File: src/rtl/tdm_demux_sequencer_pkg.sv
// Shared types, constants and mask helpers for the TDM demux sequencer.
// Holds the state enum, sizing constants and set-bit search functions.
package tdm_demux_sequencer_pkg;

    localparam int NCH  = 8;
    localparam int SELW = 3;
    localparam int CNTW = 8;

    typedef enum logic [1:0] {
        IDLE  = 2'd0,
        SLOT  = 2'd1,
        GUARD = 2'd2
    } state_t;

    typedef struct packed {
        logic            found;
        logic [SELW-1:0] idx;
    } bitpos_t;

    // Lowest set bit strictly above cur; found=0 when none exists.
    function automatic bitpos_t next_above(input logic [NCH-1:0] mask,
                                           input logic [SELW-1:0] cur);
        bitpos_t r;
        r = '0;
        for (int i = NCH - 1; i >= 0; i--) begin
            if (mask[i] && (i > int'(cur))) begin
                r.found = 1'b1;
                r.idx   = SELW'(i);
            end
        end
        return r;
    endfunction

    // Lowest set bit of the mask; found=0 for an empty mask.
    function automatic bitpos_t lowest_set(input logic [NCH-1:0] mask);
        bitpos_t r;
        r = '0;
        for (int i = NCH - 1; i >= 0; i--) begin
            if (mask[i]) begin
                r.found = 1'b1;
                r.idx   = SELW'(i);
            end
        end
        return r;
    endfunction

    // A programmed dwell of 0 still gives a one-cycle slot.
    function automatic logic [CNTW-1:0] dwell_len(input logic [CNTW-1:0] d);
        return (d == '0) ? CNTW'(1) : d;
    endfunction

endpackage

File: src/rtl/tdm_demux_sequencer_demux.sv
// Combinational 1-to-8 demux: out[sel] = in when en, all other bits 0.
// Ports: in (serial data), en (enable), sel (select), out (8 outputs).
module tdm_demux_sequencer_demux
    import tdm_demux_sequencer_pkg::*;
(
    input  logic            in,
    input  logic            en,
    input  logic [SELW-1:0] sel,
    output logic [NCH-1:0]  out
);

    always_comb begin
        out = '0;
        if (en) begin
            out[sel] = in;
        end
    end

endmodule

File: src/rtl/tdm_demux_sequencer.sv
// Time-division sequencer stepping a 1-to-8 demux through masked channels.
// Ports: clk, rst (async high), start, stop, loop, chan_mask, dwell, guard,
// data_in; outputs data_out, demux_en, demux_sel, busy, slot_start,
// frame_done, cfg_err.
module tdm_demux_sequencer
    import tdm_demux_sequencer_pkg::*;
(
    input  logic            clk,
    input  logic            rst,
    input  logic            start,
    input  logic            stop,
    input  logic            loop,
    input  logic [NCH-1:0]  chan_mask,
    input  logic [CNTW-1:0] dwell,
    input  logic [CNTW-1:0] guard,
    input  logic            data_in,
    output logic [NCH-1:0]  data_out,
    output logic            demux_en,
    output logic [SELW-1:0] demux_sel,
    output logic            busy,
    output logic            slot_start,
    output logic            frame_done,
    output logic            cfg_err
);

    state_t          state, state_nxt;
    logic [SELW-1:0] sel, sel_nxt;
    logic [SELW-1:0] pend, pend_nxt;
    logic [CNTW-1:0] cnt, cnt_nxt;
    logic [NCH-1:0]  sh_mask, sh_mask_nxt;
    logic [CNTW-1:0] sh_dwell, sh_dwell_nxt;
    logic [CNTW-1:0] sh_guard, sh_guard_nxt;
    logic            sh_loop, sh_loop_nxt;
    logic            stop_q, stop_nxt;
    logic            cfg_q, cfg_nxt;

    bitpos_t nb;
    bitpos_t lo_live;
    logic    stop_any;
    logic    last_cyc;

    assign nb       = next_above(sh_mask, sel);
    assign lo_live  = lowest_set(chan_mask);
    // A stop arriving on the final cycle of a period still ends the run.
    assign stop_any = stop_q | stop;
    assign last_cyc = (cnt == CNTW'(1));

    // State and datapath registers
    always_ff @(posedge clk or posedge rst) begin
        if (rst) begin
            state    <= IDLE;
            sel      <= '0;
            pend     <= '0;
            cnt      <= '0;
            sh_mask  <= '0;
            sh_dwell <= '0;
            sh_guard <= '0;
            sh_loop  <= 1'b0;
            stop_q   <= 1'b0;
            cfg_q    <= 1'b0;
        end else begin
            state    <= state_nxt;
            sel      <= sel_nxt;
            pend     <= pend_nxt;
            cnt      <= cnt_nxt;
            sh_mask  <= sh_mask_nxt;
            sh_dwell <= sh_dwell_nxt;
            sh_guard <= sh_guard_nxt;
            sh_loop  <= sh_loop_nxt;
            stop_q   <= stop_nxt;
            cfg_q    <= cfg_nxt;
        end
    end

    // Next-state and datapath update
    always_comb begin
        state_nxt    = state;
        sel_nxt      = sel;
        pend_nxt     = pend;
        cnt_nxt      = cnt;
        sh_mask_nxt  = sh_mask;
        sh_dwell_nxt = sh_dwell;
        sh_guard_nxt = sh_guard;
        sh_loop_nxt  = sh_loop;
        cfg_nxt      = 1'b0;

        unique case (state)
            IDLE: begin
                if (start) begin
                    if (lo_live.found) begin
                        sh_mask_nxt  = chan_mask;
                        sh_dwell_nxt = dwell;
                        sh_guard_nxt = guard;
                        sh_loop_nxt  = loop;
                        sel_nxt      = lo_live.idx;
                        cnt_nxt      = dwell_len(dwell);
                        state_nxt    = SLOT;
                    end else begin
                        cfg_nxt = 1'b1;
                    end
                end
            end
            SLOT: begin
                if (!last_cyc) begin
                    cnt_nxt = cnt - CNTW'(1);
                end else if (stop_any) begin
                    state_nxt = IDLE;
                end else if (nb.found) begin
                    if (sh_guard != '0) begin
                        state_nxt = GUARD;
                        cnt_nxt   = sh_guard;
                        pend_nxt  = nb.idx;
                    end else begin
                        sel_nxt = nb.idx;
                        cnt_nxt = dwell_len(sh_dwell);
                    end
                end else if (sh_loop) begin
                    // Frame boundary of a looping run: fresh snapshot.
                    sh_mask_nxt  = chan_mask;
                    sh_dwell_nxt = dwell;
                    sh_guard_nxt = guard;
                    sh_loop_nxt  = loop;
                    if (!lo_live.found) begin
                        state_nxt = IDLE;
                        cfg_nxt   = 1'b1;
                    end else if (guard != '0) begin
                        state_nxt = GUARD;
                        cnt_nxt   = guard;
                        pend_nxt  = lo_live.idx;
                    end else begin
                        sel_nxt = lo_live.idx;
                        cnt_nxt = dwell_len(dwell);
                    end
                end else begin
                    state_nxt = IDLE;
                end
            end
            GUARD: begin
                if (!last_cyc) begin
                    cnt_nxt = cnt - CNTW'(1);
                end else if (stop_any) begin
                    state_nxt = IDLE;
                end else begin
                    state_nxt = SLOT;
                    sel_nxt   = pend;
                    cnt_nxt   = dwell_len(sh_dwell);
                end
            end
            default: begin
                state_nxt = IDLE;
            end
        endcase

        if (state_nxt == IDLE) begin
            stop_nxt = 1'b0;
        end else begin
            stop_nxt = stop_q | (stop && (state != IDLE));
        end
    end

    // Outputs decoded from registered state
    always_comb begin
        demux_en   = (state == SLOT);
        busy       = (state != IDLE);
        // The counter is reloaded with the full dwell on every slot entry.
        slot_start = (state == SLOT) && (cnt == dwell_len(sh_dwell));
        frame_done = (state == SLOT) && last_cyc && !nb.found;
    end

    assign demux_sel = sel;
    assign cfg_err   = cfg_q;

    tdm_demux_sequencer_demux u_demux (
        .in  (data_in),
        .en  (demux_en),
        .sel (demux_sel),
        .out (data_out)
    );

endmodule

File: config.mk
export PLATFORM = sky130hd
export DESIGN_NAME = tdm_demux_sequencer
export DESIGN_NICKNAME = d
export VERILOG_FILES = /design/src/rtl/tdm_demux_sequencer_pkg.sv /design/src/rtl/tdm_demux_sequencer_demux.sv /design/src/rtl/tdm_demux_sequencer.sv
export SDC_FILE = /design/constraint.sdc
export NUM_CORES = 1
export LEC_CHECK = 0
export ABC_AREA = 1
export CELL_PAD_IN_SITES_DETAIL_PLACEMENT = 1
export CELL_PAD_IN_SITES_GLOBAL_PLACEMENT = 2
export CORE_ASPECT_RATIO = 2
export CORE_MARGIN = 2
export CORE_UTILIZATION = 33
export CTS_CLUSTER_DIAMETER = 60
export CTS_CLUSTER_SIZE = 8
export DETAILED_ROUTE_END_ITERATION = 7
export PLACE_DENSITY_LB_ADDON = 0.1
export RECOVER_POWER = 100
export REMOVE_ABC_BUFFERS = 1
export SLEW_MARGIN = 15
export SYNTH_ARGS = -nofsm -noshare
export SYNTH_HDL_FRONTEND = slang
export SYNTH_SLANG_ARGS = --single-unit
File: constraint.sdc
create_clock -name clk -period 3.25 [get_ports clk]
set_input_delay 0.325 -clock clk [delete_from_list [all_inputs] [get_ports clk]]
set_output_delay 0.325 -clock clk [all_outputs]
set_load 0.01 [all_outputs]
==> results of run 1 <==
## cells by family after synthesis
kind of cell | after synthesis
and+or+nand+nor | 198
muxes | 2
adders and majority gates | 6
xor gates and xnor gates | 2
AOI/OAI and AO/OA | 122
buffers and inverters | 80
DFF | 42
## flip-flops by register name, summed over array words and instances, names as in the netlist
register	flops
sh_dwell	8
pend	3
state	2
demux_sel	3
cnt	8
cfg_err	1
sh_loop	1
sh_mask	7
sh_guard	8
stop_q	1
## layer usage
| metal | up-vias | global-route usage (%) | wire (um) |
|---|---|---|---|
| li1 | 1570 | - | - |
| met1 | 1500 | 21.00 | 3620 |
| met2 | 52 | 48.52 | 6953 |
| met3 | 21 | 2.415 | 176 |
| met4 | 0 | 9.649 | 395 |
| met5 | - | 0 | 0 |
## cell usage after synthesis, drive strengths merged
cell type,n
o211ai,6
a22oi,3
clkinv,2
o21bai,1
buf,8
o221ai,1
nand4,6
o22ai,2
a2111oi,1
nor3,6
nor4,1
a31oi,4
a21oi,41
or2,2
mux2,2
o21ai,61
o31ai,1
xor2,2
a21boi,1
nand2,101
dfrtp,42
clkbuf,3
nand3,27
nor2,55
inv,67
ha,6
## final cells by class
cell class	count	area (um2)	area share (%)
sequential	42	1051	28.07
clock buffer	6	138.9	3.710
inverter	69	259.0	6.918
multi-input combinational	330	1679	44.85
timing repair buffer	49	485.5	12.97
tap	104	130.1	3.476
## metrics by stage
stage | worst slack (ns) | std cells | util, %
floorplan | 0.5585 | 441 | -
global placement | 0.8551 | 594 | 39.46
detailed placement | 0.8509 | 594 | 39.46
CTS | 0.5328 | 600 | 40.95
global route | 0.1911 | 600 | 40.16
finish | 0.3673 | 600 | 40.16
## final timing paths
kind                                  start     endpoint  slack, ns  cells after the start
worst min register to register  sh_guard[1]  sh_guard[1]       0.49                      2
max in group asynchronous               rst      pend[1]       1.21                      3
min in group asynchronous               rst      cfg_err       0.59                      2
worst max-delay path               state[1]   frame_done       0.37                      6
worst min-delay path            sh_guard[1]  sh_guard[1]       0.49                      2
worst max register to register     state[1]       cnt[5]       0.50                     10
## power groups by stage
stage	sequential (uW)	combinational [uW]	clock, uW
2_1_floorplan	938	1390	0
3_3_place_gp	1040	1960	0
3_5_place_dp	1040	2010	0
4_1_cts	1040	2020	514
5_1_grt	1060	2150	536
6_report	1030	1880	501
## tightest hold or removal path: stages, from the launching register on
cell     delay [ns]
dfrtp_1        0.34
nand2_1        0.05
o21ai_0        0.06
==> run_results.csv, run 1 <==
group,metric,value,unit
status,status,"complete, no violations",
floorplan,start_util,33.60,%
clock_tree,post_cts_resize_count,0,
synth,synth_top_area_cell,"dfrtp_1",
grt,grt_pass1_vias,3288,
pwr,switchingPower,1692,uW
synth,synth.area.mux_share,0.7191,%
pwr,p_clk_share,14.7,%
clock_tree,clkTransAtPathRegs,0.06,ns
routing,ant_nets,0,
grt,grt.total_usage,23.26,%
run,maxCapViolations,0,
placed_design,placed_area,3679,um2
synth,ys_seq_area_share,33.56,%
critical_path,end_kind,"primary output",
finish,nNetsFinal,533,
grt,grt_max_degree,34,
routing,drtIter0Drc,99,
synth,synth_compound_area_share,22.37,%
critical_path,required,2.92,ns
timing,whs,0.4863,ns
timing,finalClockSkew,0.005291,ns
pwr,p_leak,0.001794,uW
finish,final_cell_mix,"nand2_1, inv_1, o21ai_0",
routing,routed_wl,11150,um
routing,viasPerCell,5.238,
timing,period_needed,2.883,ns
finish,layout-drive-gt1-share,6.452,%
synth,syn_area_per_cell,6.929,um2
synth,synthSimpleGateAreaFrac,29.40,%
synth,ys_warn_count,0,
critical_path,critPathLaunchType,"flip-flop",
routing,drc,0,
finish,final_common_cell,"nand2_1",
floorplan,io_pins,46,
grt,grt_pass1_wl,17680,um
floorplan,die-height,141.8,um
timing,fin_crit_sh,88.70,%
finish,fillers,1223,
finish,stdcell_area,3744,um2
grt,antenna_found_initial,0,
placed_design,post-dp-hpwl,9153,um
clock_tree,clk_latency,0.29,ns
clock_tree,postCtsSetupBuffers,0,
timing,worst_slew_pin_slew,1.115,ns
floorplan,core,9321,um2
critical_path,critPathMaxStageDelay,0.58,ns
timing,rsz0062_at_grt,"false",
critical_path,cp.arrival,2.56,ns
synth,synth_fa_ha_area_share,2.397,%
floorplan,die-area,10330,um2
pwr,pwr-share-comb,55.2,%
pwr,p_seq_share,30.1,%
clock_tree,cts_tree,"yes",
clock_tree,root_buffer,"clkbuf_16",
pwr,p_int,1716,uW
hold_path,holdCritPathClass,"flip-flop to flip-flop",
pwr,p_total,3409,uW
critical_path,cp_slowest_cell,"clkdlybuf4s50_1",
finish,num_antenna_cells,0,
clock_tree,clk_path_buf_depth,2,
timing,finalSetupViolCount,0,
clock_tree,cts_buffers,5,
placed_design,port_buffers,45,
finish,area_growth,19.54,%
synth,yosys_register_bits,42,
synth,synthXorXnorAreaFrac,0.5593,%
routing,dr.pass1.iters,4,
critical_path,path_cells,"inv_1 > ha_1 > clkbuf_1 > nand2_1 > nor2_1 > clkdlybuf4s50_1",
synth,synthTopCellsByArea,"dfrtp_1, nand2_1, inv_1",
clock_tree,htreeDepth,2,
pwr,power_density,910.5,nW/um2
timing,relSlewSlack,25.67,%
pwr,peakVddDrop,0.2818,mV
synth,synth_top_area_share,33.56,%
synth,syn_inst,452,
timing,fmax,346.9,MHz
pwr,swShare,49.65,%
synth,syn-cell-area,3132,um2
critical_path,path_delay_family,"buffers and inverters",
clock_tree,ctsHoldBuffers,0,
floorplan,dieWidth,72.89,um
timing,drv_slew,0,
critical_path,critPathKind,"flip-flop to primary output",
floorplan,rows,50,
placed_design,gp_congestion,0.8794,
synth,synth_top_family_by_area,"simple AND/OR/NAND/NOR gates",
critical_path,cp_max_fo,8,
timing,finalSetupTns,0,ns
grt,overflow,0,
routing,vias,3143,
synth,ys_types,41,
routing,wire_per_inst,18.58,um
clock_tree,cts_sinks,42,
critical_path,cp_num_buf_inv,3,
timing,final_hold_viol_count,0,
Note: power is estimated with default switching activity, not from simulation.
==> run 2: changes to the inputs <==
- GPL_TIMING_DRIVEN: default -> 0
==> run_results.csv, run 2 (synthesized netlist as in run 1, its figures left out) <==
group,metric,value,unit
pwr,power_density,932.8,nW/um2
floorplan,die-height,141.8,um
finish,area_growth,20.78,%
floorplan,dieWidth,72.89,um
timing,relSlewSlack,10.02,%
clock_tree,clk_path_buf_depth,2,
placed_design,gp_congestion,0.8418,
grt,antenna_found_initial,0,
critical_path,critPathKind,"flip-flop to primary output",
floorplan,rows,50,
floorplan,io_pins,46,
grt,overflow,0,
floorplan,start_util,33.60,%
critical_path,cp_max_fo,11,
timing,period_needed,2.947,ns
routing,routed_wl,11220,um
clock_tree,ctsHoldBuffers,0,
routing,drc,0,
grt,grt.total_usage,23.36,%
floorplan,core,9321,um2
grt,grt_max_degree,30,
critical_path,rrSetupSlack,0.38,ns
clock_tree,root_buffer,"clkbuf_16",
clock_tree,clkTransAtPathRegs,0.06,ns
routing,dr.pass1.iters,4,
critical_path,critPathLaunchType,"flip-flop",
finish,final_cell_mix,"nand2_1, inv_1, o21ai_0",
critical_path,cp_slowest_cell,"dlygate4sd3_1",
floorplan,die-area,10330,um2
finish,layout-drive-gt1-share,7.677,%
clock_tree,cts_buffers,5,
finish,final_core_util,40.58,%
clock_tree,postCtsSetupBuffers,0,
clock_tree,cts_sinks,42,
critical_path,cp.arrival,2.62,ns
pwr,p_total,3528,uW
status,status,"complete, no violations",
timing,drv_slew,0,
timing,final_hold_viol_count,0,
placed_design,post-dp-hpwl,9200,um
critical_path,critPathMaxStageDelay,0.65,ns
finish,final_cells,599,
clock_tree,post_cts_resize_count,0,
finish,largestRegisters,"cnt: 8 flops, sh_dwell: 8 flops, sh_guard: 8 flops",
routing,wire_per_inst,18.73,um
timing,finalSetupViolCount,0,
placed_design,port_buffers,45,
grt,grt_pass1_wl,17780,um
timing,fmax,339.4,MHz
finish,final_common_cell,"nand2_1",
clock_tree,clk_latency,0.30,ns
critical_path,path_cells,"inv_1 > ha_1 > nand3_1 > nor2_2 > inv_2 > nor2_1 > dlygate4sd3_1",
timing,worst_slew_pin_slew,1.350,ns
clock_tree,cts_tree,"yes",
grt,grt_pass1_vias,3445,
clock_tree,htreeDepth,2,
finish,nNetsFinal,531,
timing,rsz0062_at_grt,"false",
timing,finalClockSkew,0.01077,ns
placed_design,place_inst,592,
routing,vias,3205,
routing,drtIter0Drc,103,
run,maxCapViolations,0,
finish,fillers,1190,
pwr,peakVddDrop,0.3601,mV
pwr,p_leak,0.001810,uW
critical_path,required,2.92,ns
routing,viasPerCell,5.351,
hold_path,holdCritPathClass,"flip-flop to flip-flop",
critical_path,end_kind,"primary output",
finish,num_antenna_cells,0,
routing,ant_nets,0,
timing,fin_crit_sh,90.67,%
## run 2: final timing paths
check	cells after the start	from	to
max	7	cnt[1]	frame_done
min	2	sh_guard[1]	sh_guard[1]
max reg2reg	12	cnt[1]	sh_dwell[5]
min reg2reg	2	sh_guard[1]	sh_guard[1]
max in group asynchronous	3	rst	cnt[5]
min in group asynchronous	2	rst	cfg_err
## run 2: routing by layer
metal  routed length, um  vias to the layer above  GRT usage [%]  share of wire, %
met5                   0                        -              0                 0
met4                 551                        0          12.28               4.9
met3                 192                       29          2.202               1.7
met2                6848                       57          48.23                61
met1                3630                     1550          20.51                32
li1                    -                     1569              -                 -
## run 2: critical path: cells and delay by family (launching register included)
| kind | cells | cell delay, ns |
|---|---|---|
| flops | 1 | 0.39 |
| fa+ha+maj | 1 | 0.16 |
| buf+inv | 3 | 1.02 |
| simple gates | 3 | 0.75 |
## run 2: layout make-up
class / instances / area (um2) / area share (%)
Timing Repair Buffer: 47 / 461.7 / 12.21
Clock inverter: 1 / 30.03 / 0.7939
Clock buffer: 6 / 138.9 / 3.672
Multi-Input combinational cell: 330 / 1712 / 45.25
Sequential cell: 42 / 1051 / 27.79
Tap cell: 104 / 130.1 / 3.440
Inverter: 69 / 259.0 / 6.847
## run 2: where the power goes
group | switching [uW] | internal, uW | leakage (uW)
Clock | 223 | 380 | 0.0000829
Sequential | 264 | 756 | 0.000531
Combinational | 1250 | 657 | 0.00120
## run 2: metrics by stage
stage / hold WS [ns] / TNS (ns) / worst slack [ns] / cell area (um2)
finish: 0.4881 / 0 / 0.3033 / 3782
CTS: 0.4087 / 0 / 0.1027 / 3852
global placement: 0.4688 / -7.499 / -0.3359 / 3627
global route: 0.5076 / 0 / 0.07164 / 3782
floorplan: 0.4460 / 0 / 0.5585 / 3047
detailed placement: 0.4733 / 0 / 0.1690 / 3684
